File: src/rtl/fir_pkg.sv
// Shared definitions for the serial-to-parallel deserializer: state encoding and
// default word/timeout sizes.
package fir_pkg;

    localparam int LENGTH_DEF  = 24;
    localparam int TIMEOUT_DEF = 64;

    typedef enum logic [1:0] {
        ST_IDLE  = 2'b00,
        ST_SHIFT = 2'b01,
        ST_HOLD  = 2'b10
    } state_e;

endpackage

File: src/rtl/deserializer_fsm_idle_timer.sv
// Saturating idle-cycle counter; o_tc flags that one more idle cycle reaches TIMEOUT.
module idle_timer #(
    parameter int TIMEOUT = 64
) (
    input  logic i_clk,
    input  logic i_rst_n,
    input  logic i_en,
    input  logic i_clr,
    output logic o_tc
);

    localparam int CW = $clog2(TIMEOUT + 1);
    localparam logic [CW-1:0] TC_C = CW'(TIMEOUT - 1);

    logic [CW-1:0] cnt_r;

    // Count enabled, uncleared cycles; hold at the terminal value.
    always_ff @(posedge i_clk or negedge i_rst_n) begin
        if (!i_rst_n) begin
            cnt_r <= '0;
        end else if (i_en) begin
            if (i_clr) begin
                cnt_r <= '0;
            end else if (cnt_r != TC_C) begin
                cnt_r <= cnt_r + CW'(1);
            end else begin
                cnt_r <= cnt_r;
            end
        end else begin
            cnt_r <= cnt_r;
        end
    end

    assign o_tc = (cnt_r == TC_C);

endmodule

File: src/rtl/deserializer_fsm.sv
// LSB-first serial-to-parallel converter with valid/ready output handshake and
// mid-word idle timeout.
module deserializer_fsm
    import fir_pkg::*;
#(
    parameter int LENGTH  = LENGTH_DEF,
    parameter int TIMEOUT = TIMEOUT_DEF
) (
    input  logic              i_clk,
    input  logic              i_rst_n,
    input  logic              i_en,
    input  logic              i_din,
    input  logic              i_din_valid,
    output logic              o_ready,
    output logic [LENGTH-1:0] ov_dout,
    output logic              o_dout_valid,
    input  logic              i_ready,
    output logic              o_err
);

    localparam int CW = $clog2(LENGTH + 1);
    localparam logic [CW-1:0] LAST_C = CW'(LENGTH - 1);

    state_e            state_r, state_nxt_s;
    logic [CW-1:0]     bit_cnt_r, bit_cnt_nxt_s;
    logic [LENGTH-2:0] shift_r, shift_nxt_s;
    logic [LENGTH-1:0] shifted_s;
    logic [LENGTH-1:0] dout_r, dout_nxt_s;
    logic              valid_r, valid_nxt_s;
    logic              err_r;
    logic              ready_s, accept_s, tc_s, timeout_s, tmr_clr_s;

    // The partial word keeps only the LENGTH-1 bits gathered so far; the incoming
    // bit completes the view as the new MSB.
    assign ready_s   = i_rst_n & i_en & ((state_r == ST_IDLE) | (state_r == ST_SHIFT));
    assign accept_s  = ready_s & i_din_valid;
    assign shifted_s = {i_din, shift_r};
    assign timeout_s = i_en & (state_r == ST_SHIFT) & ~accept_s & tc_s;
    assign tmr_clr_s = (state_r != ST_SHIFT) | accept_s | timeout_s;

    idle_timer #(.TIMEOUT(TIMEOUT)) u_idle_timer (
        .i_clk   (i_clk),
        .i_rst_n (i_rst_n),
        .i_en    (i_en),
        .i_clr   (tmr_clr_s),
        .o_tc    (tc_s)
    );

    // Next-state and datapath update for one enabled cycle.
    always_comb begin
        state_nxt_s   = state_r;
        bit_cnt_nxt_s = bit_cnt_r;
        shift_nxt_s   = shift_r;
        dout_nxt_s    = dout_r;
        valid_nxt_s   = valid_r;
        case (state_r)
            ST_IDLE: begin
                if (accept_s) begin
                    shift_nxt_s   = shifted_s[LENGTH-1:1];
                    bit_cnt_nxt_s = CW'(1);
                    state_nxt_s   = ST_SHIFT;
                end else begin
                    state_nxt_s   = ST_IDLE;
                end
            end
            ST_SHIFT: begin
                if (accept_s) begin
                    shift_nxt_s = shifted_s[LENGTH-1:1];
                    if (bit_cnt_r == LAST_C) begin
                        dout_nxt_s    = shifted_s;
                        valid_nxt_s   = 1'b1;
                        bit_cnt_nxt_s = '0;
                        state_nxt_s   = ST_HOLD;
                    end else begin
                        bit_cnt_nxt_s = bit_cnt_r + CW'(1);
                    end
                end else if (timeout_s) begin
                    shift_nxt_s   = '0;
                    bit_cnt_nxt_s = '0;
                    state_nxt_s   = ST_IDLE;
                end else begin
                    state_nxt_s   = ST_SHIFT;
                end
            end
            ST_HOLD: begin
                if (i_ready) begin
                    valid_nxt_s = 1'b0;
                    state_nxt_s = ST_IDLE;
                end else begin
                    state_nxt_s = ST_HOLD;
                end
            end
            default: begin
                shift_nxt_s   = '0;
                bit_cnt_nxt_s = '0;
                valid_nxt_s   = 1'b0;
                state_nxt_s   = ST_IDLE;
            end
        endcase
    end

    // State and datapath registers; the error pulse is not gated by i_en so it
    // always lasts exactly one cycle.
    always_ff @(posedge i_clk or negedge i_rst_n) begin
        if (!i_rst_n) begin
            state_r   <= ST_IDLE;
            bit_cnt_r <= '0;
            shift_r   <= '0;
            dout_r    <= '0;
            valid_r   <= 1'b0;
            err_r     <= 1'b0;
        end else begin
            err_r <= timeout_s;
            if (i_en) begin
                state_r   <= state_nxt_s;
                bit_cnt_r <= bit_cnt_nxt_s;
                shift_r   <= shift_nxt_s;
                dout_r    <= dout_nxt_s;
                valid_r   <= valid_nxt_s;
            end else begin
                state_r   <= state_r;
                bit_cnt_r <= bit_cnt_r;
                shift_r   <= shift_r;
                dout_r    <= dout_r;
                valid_r   <= valid_r;
            end
        end
    end

    assign o_ready      = ready_s;
    assign ov_dout      = dout_r;
    assign o_dout_valid = valid_r;
    assign o_err        = err_r;

endmodule

File: config.mk
export PLATFORM = sky130hd
export DESIGN_NAME = deserializer_fsm
export DESIGN_NICKNAME = d
export VERILOG_FILES = /design/src/rtl/fir_pkg.sv /design/src/rtl/deserializer_fsm_idle_timer.sv /design/src/rtl/deserializer_fsm.sv
export SDC_FILE = /design/constraint.sdc
export NUM_CORES = 1
export LEC_CHECK = 0
export ABC_AREA = 1
export CAP_MARGIN = 15
export CORE_ASPECT_RATIO = 1.5
export CORE_UTILIZATION = 40
export DETAILED_ROUTE_END_ITERATION = 7
export GPL_ROUTABILITY_DRIVEN = 0
export PLACE_DENSITY = 0.71
export REMOVE_ABC_BUFFERS = 1
export SYNTH_ARGS = -nofsm -noshare
export SYNTH_HDL_FRONTEND = slang
export SYNTH_SLANG_ARGS = --single-unit
File: constraint.sdc
create_clock -name i_clk -period 1.6 [get_ports i_clk]
set_input_delay 0.32 -clock i_clk [delete_from_list [all_inputs] [get_ports i_clk]]
set_output_delay 0.32 -clock i_clk [all_outputs]
set_load 0.01 [all_outputs]
==> results.cfg, run 1 <==
[critical_path]
crit_path_max_incr_delay_ps = 540
path_max_fanout = 2
rrSetupSlack_ps = 70
worst-path-buf-inv = 1
critPathKind = flip-flop to output pin
cp.required_ps = 1280
cp-end-kind = output pin
slowest_stage = clkdlybuf4s50_1
critPathTopFamily = buffers and inverters
path_cells = clkdlybuf4s50_1
start_kind = flip-flop
cp.arrival_ps = 1230

[yosys]
synthCells = 287
avgSynthCellArea_um2 = 9.12
yosys.area.top_type_share_pct = 60.2
synth_ff_type = dfrtp_1
yosysSeqAreaShare_pct = 60.2
synth_edf_count = 0
synthTopCellsByArea = dfrtp_1 60%, nand2_1 12%, o21ai_1 7.5%, inv_1 4.3%, nor2_1 2.4%
synth_seq_cells = 63
synth_cell_types = 27
async_flop_share_pct = 100
yosysWarnings = 0
synth_common_cells = 84 x nand2_1, 63 x dfrtp_1, 39 x o21ai_1, 30 x inv_1, 17 x nor2_1
synth_area_um2 = 2620
synth_area_leader_cell = dfrtp_1
yosysMostFrequentCell = nand2_1

[timing]
rsz0062_at_grt = yes
fin_skew_ps = 7.57
hold_viol_final = 0
min_period_over_period_pct = 97.1
tightest_slew_ps = 513
timing.final.ws_setup_ps = 46.8
clock.fmax_ghz = 0.644
slew_headroom_pct = 65.8
hold_ws_ps = 4.09
setup_viol = 0
min_period_ps = 1550
maxSlewViolCount = 0

[route]
firstDrtPassIters = 4
via_per_inst = 4.87
drc = 0
totalWireLength_um = 4990
drtIter0Drc = 134
dr_total_vias = 2052
drtAntennaViolNets = 0
post_drt_wl_per_cell_um = 11.9

[clock_tree]
htreeDepth = 3
cts_buffers = 9
ctsRootBufferMaster = clkbuf_8
cts-hold-fix-buffers = 0
clockBufferDepth = 2
cts_tree = done
worstSkewPairLatency_ps = 330
clock-sinks = 63
clk_pin_slew_ps = 60

[placed_design]
place_ws_ps = -304
placed_area_um2 = 3130
io_buffers = 32
hpwl_um = 3460
placed_cells = 403

[cells_and_area]
fin_cells = 421
fillerInstances = 599
nets = 351
multi_input_area_um2 = 866
seq_area_um2 = 1580
drive_above_1_share_pct = 14.4
synthToLayoutAreaGrowth_pct = 27.8
final_area_um2 = 3350
diodes = 0

[global_routing]
grt-ovfl-total = 0
grt_max_degree = 48
grt_usage_pct = 17.6
grt_pass1_vias = 2097
antenna_found_initial = 0
grt_pass1_wl_um = 9000

[pwr]
power.density_nw_per_um2 = 961
vdd_drop_max_v = 0.000549
p_leak_nw = 1.56
total_power_mw = 3.22

[die]
rows = 35
io_pins = 33
die_w_um = 68.1
start_util_pct = 42.1
dieArea_um2 = 6880
core_area_um2 = 6220
dieHeight_um = 101

[flow_run]
drv_cap = 0

[min_path]
hold_class = input port to asynchronous set/reset pin

[status]
status = finished clean
area by class of cell:
type,instances,share of cell area (%)
clock buffer,11,4.23
clock inverter,4,0.673
inverter,32,3.59
multi-input combinational,181,25.9
sequential,63,47.1
tap,74,2.77
timing repair buffer,56,15.7
cell usage in the layout, fill, tap and decap left out:
cell type	instances
clkbuf_8	10
nor2_1	17
nand2_2	1
clkdlybuf4s50_1	27
buf_4	22
o21ai_0	5
nand3b_1	1
dlymetal6s2s_1	3
xor2_1	3
nor3_2	1
ha_1	2
nand2_1	83
o21bai_1	1
xnor2_1	1
dfrtp_1	63
a31o_2	1
inv_2	3
or2_2	1
clkinvlp_4	1
o31ai_1	1
clkinv_2	3
buf_12	2
nand4_1	3
o211ai_1	1
clkbuf_1	1
nor2_2	1
nand3_1	8
dlygate4sd2_1	1
nand3_4	2
o21ai_1	44
buf_2	1
a21oi_1	3
inv_1	29
o21ai_2	1
registers in the layout (all words and copies together), names as in the netlist:
signal              count
ov_dout                24
shift_r                23
bit_cnt_r               5
u_idle_timer.cnt_r      7
state_r                 2
o_dout_valid            1
o_err                   1
cell families after synthesis:
logic type                 after synthesis  share of synthesized area [%]
AOI/OAI and AO/OA                       57                           11.3
and+or+nand+nor                        118                           18.7
xor gates and xnor gates                 4                           1.34
DFF                                     63                           60.2
buffers and inverters                   43                           7.41
adders and majority gates                2                          0.956
power by group:
part | switching [mW] | leakage (nW) | internal [mW]
combinational | 0.189 | 0.603 | 0.140
sequential | 0.0562 | 0.871 | 1.67
clock | 0.569 | 0.0850 | 0.587
total | 0.815 | 1.56 | 2.40
through the flow:
step | TNS (ps) | utilization (%)
after floorplan | -32580 | -
after global routing | -1800 | 53.8
after detailed placement | -16130 | 50.4
after CTS | 0 | 53.0
final | 0 | 53.8
after global placement | -13570 | 50.4
layer usage:
layer  share of wire, %  GRT usage [%]  wire, um
met5                  0              0         0
met4                1.5           7.69        74
met3                2.8           4.19       141
met2                 51           29.0      2540
met1                 45           21.4      2240
repair_timing:
action	in CTS	in global routing
buffers inserted	0	3
gates cloned	0	0
setup endpoints to repair	1	61
gates resized for setup	1	14
pin swaps	0	1
path summary, 6_finish.rpt:
| kind | startpoint | to | cells past startpoint |
|---|---|---|---|
| max reg2reg | state_r[1] | shift_r[8] | 8 |
| min reg2reg | ov_dout[0] | ov_dout[0] | 2 |
| max in group asynchronous | i_rst_n | bit_cnt_r[2] | 2 |
| min | i_rst_n | o_dout_valid | 2 |
| max | ov_dout[18] | ov_dout[18] | 1 |
| min in group i_clk | ov_dout[0] | ov_dout[0] | 2 |
Power figures use the tool's default switching activity.
==> run 2, diff against run 1 <==
--- a/config.mk
+++ b/config.mk
@@ -8,10 +8,10 @@
 export ABC_AREA = 1
 export CAP_MARGIN = 15
 export CORE_ASPECT_RATIO = 1.5
-export CORE_UTILIZATION = 40
+export CORE_UTILIZATION = 45
 export DETAILED_ROUTE_END_ITERATION = 7
 export GPL_ROUTABILITY_DRIVEN = 0
-export PLACE_DENSITY = 0.71
+export PLACE_DENSITY = 0.78
 export REMOVE_ABC_BUFFERS = 1
 export SYNTH_ARGS = -nofsm -noshare
 export SYNTH_HDL_FRONTEND = slang
==> run 2 against run 1 <==
Effect of this change:
- sequential power hardly changed
- maximum frequency decreased by 2.5%
- clock-buffer cell count stayed put
- worst setup slack got worse by 41 ps
- clock power hardly changed
- critical path depth grew 8
- die area shrank 11%
- largest power group unchanged
==> results.cfg, run 2 (synthesis gave the netlist of run 1 again) <==
[status]
status = finished clean

[timing]
tightest_slew_ps = 594
hold_viol_final = 0
min_period_over_period_pct = 99.6
maxSlewViolCount = 0
setup_viol = 0
fin_skew_ps = 5.70
clock.fmax_ghz = 0.627
min_period_ps = 1590
slew_headroom_pct = 60.4
finalSetupTns_ps = 0
rsz0062_at_grt = yes

[pwr]
p_leak_nw = 1.59
vdd_drop_max_v = 0.000647
power.density_nw_per_um2 = 936

[cells_and_area]
largest_reg_flops = 24
final_common_cell = nand2_1
final_area_um2 = 3490
drive_above_1_share_pct = 20.5
multi_input_area_um2 = 953
fin_cells = 421
final_cell_mix = 70 x nand2_1, 63 x dfrtp_1, 40 x o21ai_1
seq_area_um2 = 1580
fillerInstances = 463
post-route-util_pct = 63.1
diodes = 0
synthToLayoutAreaGrowth_pct = 33.4
nets = 357

[placed_design]
io_buffers = 32
hpwl_um = 3420
placed_cells = 399
placed_area_um2 = 3130

[route]
drc = 0
via_per_inst = 5.01
totalWireLength_um = 5350
dr_total_vias = 2108
post_drt_wl_per_cell_um = 12.7
drtIter0Drc = 90
drtAntennaViolNets = 0
firstDrtPassIters = 4

[clock_tree]
clockBufferDepth = 2
clock-sinks = 63
cts_tree = done
ctsRootBufferMaster = clkbuf_8
htreeDepth = 3
cts_buffers = 9
worstSkewPairLatency_ps = 340
clk_pin_slew_ps = 60

[global_routing]
grt_pass1_vias = 2030
grt_max_degree = 49
antenna_found_initial = 0
grt_pass1_wl_um = 8740
grt_usage_pct = 18.8
grt-ovfl-total = 0

[die]
core_area_um2 = 5530
die_w_um = 64.3
start_util_pct = 47.3
dieHeight_um = 95.4
dieArea_um2 = 6130
rows = 33
io_pins = 33

[critical_path]
path_max_fanout = 14
cp.arrival_ps = 1820
cp.required_ps = 1830
cp-end-kind = flip-flop
critPathKind = flip-flop to flip-flop
start_kind = flip-flop

[flow_run]
drv_cap = 0

[min_path]
hold_class = input port to asynchronous set/reset pin
run 2: what timing repair did:
item                                    in CTS  in global routing
resized for setup                            4                 40
cloned                                       0                  2
pin swaps                                    0                  1
endpoints found under the hold margin       15                  0
endpoints found under the setup margin       3                 58
buffers inserted                             2                  4
hold buffers                                 1                  0
run 2: final timing paths:
check                      cells after the start        start          end  slack [ps]
max in group asynchronous                      3      i_rst_n   ov_dout[0]         910
max reg2reg                                    9   state_r[1]   shift_r[8]           6
max                                            9   state_r[1]   shift_r[8]           6
min                                            2      i_rst_n  shift_r[10]         120
min reg2reg                                    2  ov_dout[10]  ov_dout[10]         490
min in group i_clk                             2  ov_dout[10]  ov_dout[10]         490
run 2: power by group:
group / internal [mW] / leakage [nW] / switching (mW) / total [mW]
Combinational: 0.180 / 0.634 / 0.219 / 0.399
Clock: 0.573 / 0.0809 / 0.554 / 1.13
Sequential: 1.67 / 0.871 / 0.0693 / 1.74
Total: 2.43 / 1.59 / 0.842 / 3.27
run 2: per-layer routing:
layer	global-route usage, %	vias to the layer above	share of wire [%]
met4	7.96	0	2.2
met1	22.6	1016	44
met2	31.4	45	51
met5	0	-	0
li1	-	1035	-
met3	5.14	12	2.9
run 2: metrics by stage:
step | setup WS [ps] | hold WS, ps | power, mW
2_1_floorplan | -840 | 24.4 | 1.92
3_3_place_gp | -279 | 317 | 2.05
3_5_place_dp | -365 | 328 | 2.06
4_1_cts | 1.15 | 141 | 3.20
5_1_grt | -62.5 | 188 | 3.42
6_report | 6.26 | 122 | 3.27
run 2: critical path: stages, from the launching register on:
cell,delay [ps]
dfrtp_1,390
inv_2,70
buf_6,90
nand4_1,170
buf_4,220
nand3_4,90
nand3_4,120
clkbuf_16,200
nand2_1,70
o21ai_1,60
run 2: cell type report:
type	count	share of cell area [%]
inverters	32	3.44
clock inverters	2	0.287
clock buffers	11	4.05
flip-flops and latches	63	45.1
well taps	70	2.51
multi-input cells	181	27.3
repair buffers	62	17.3
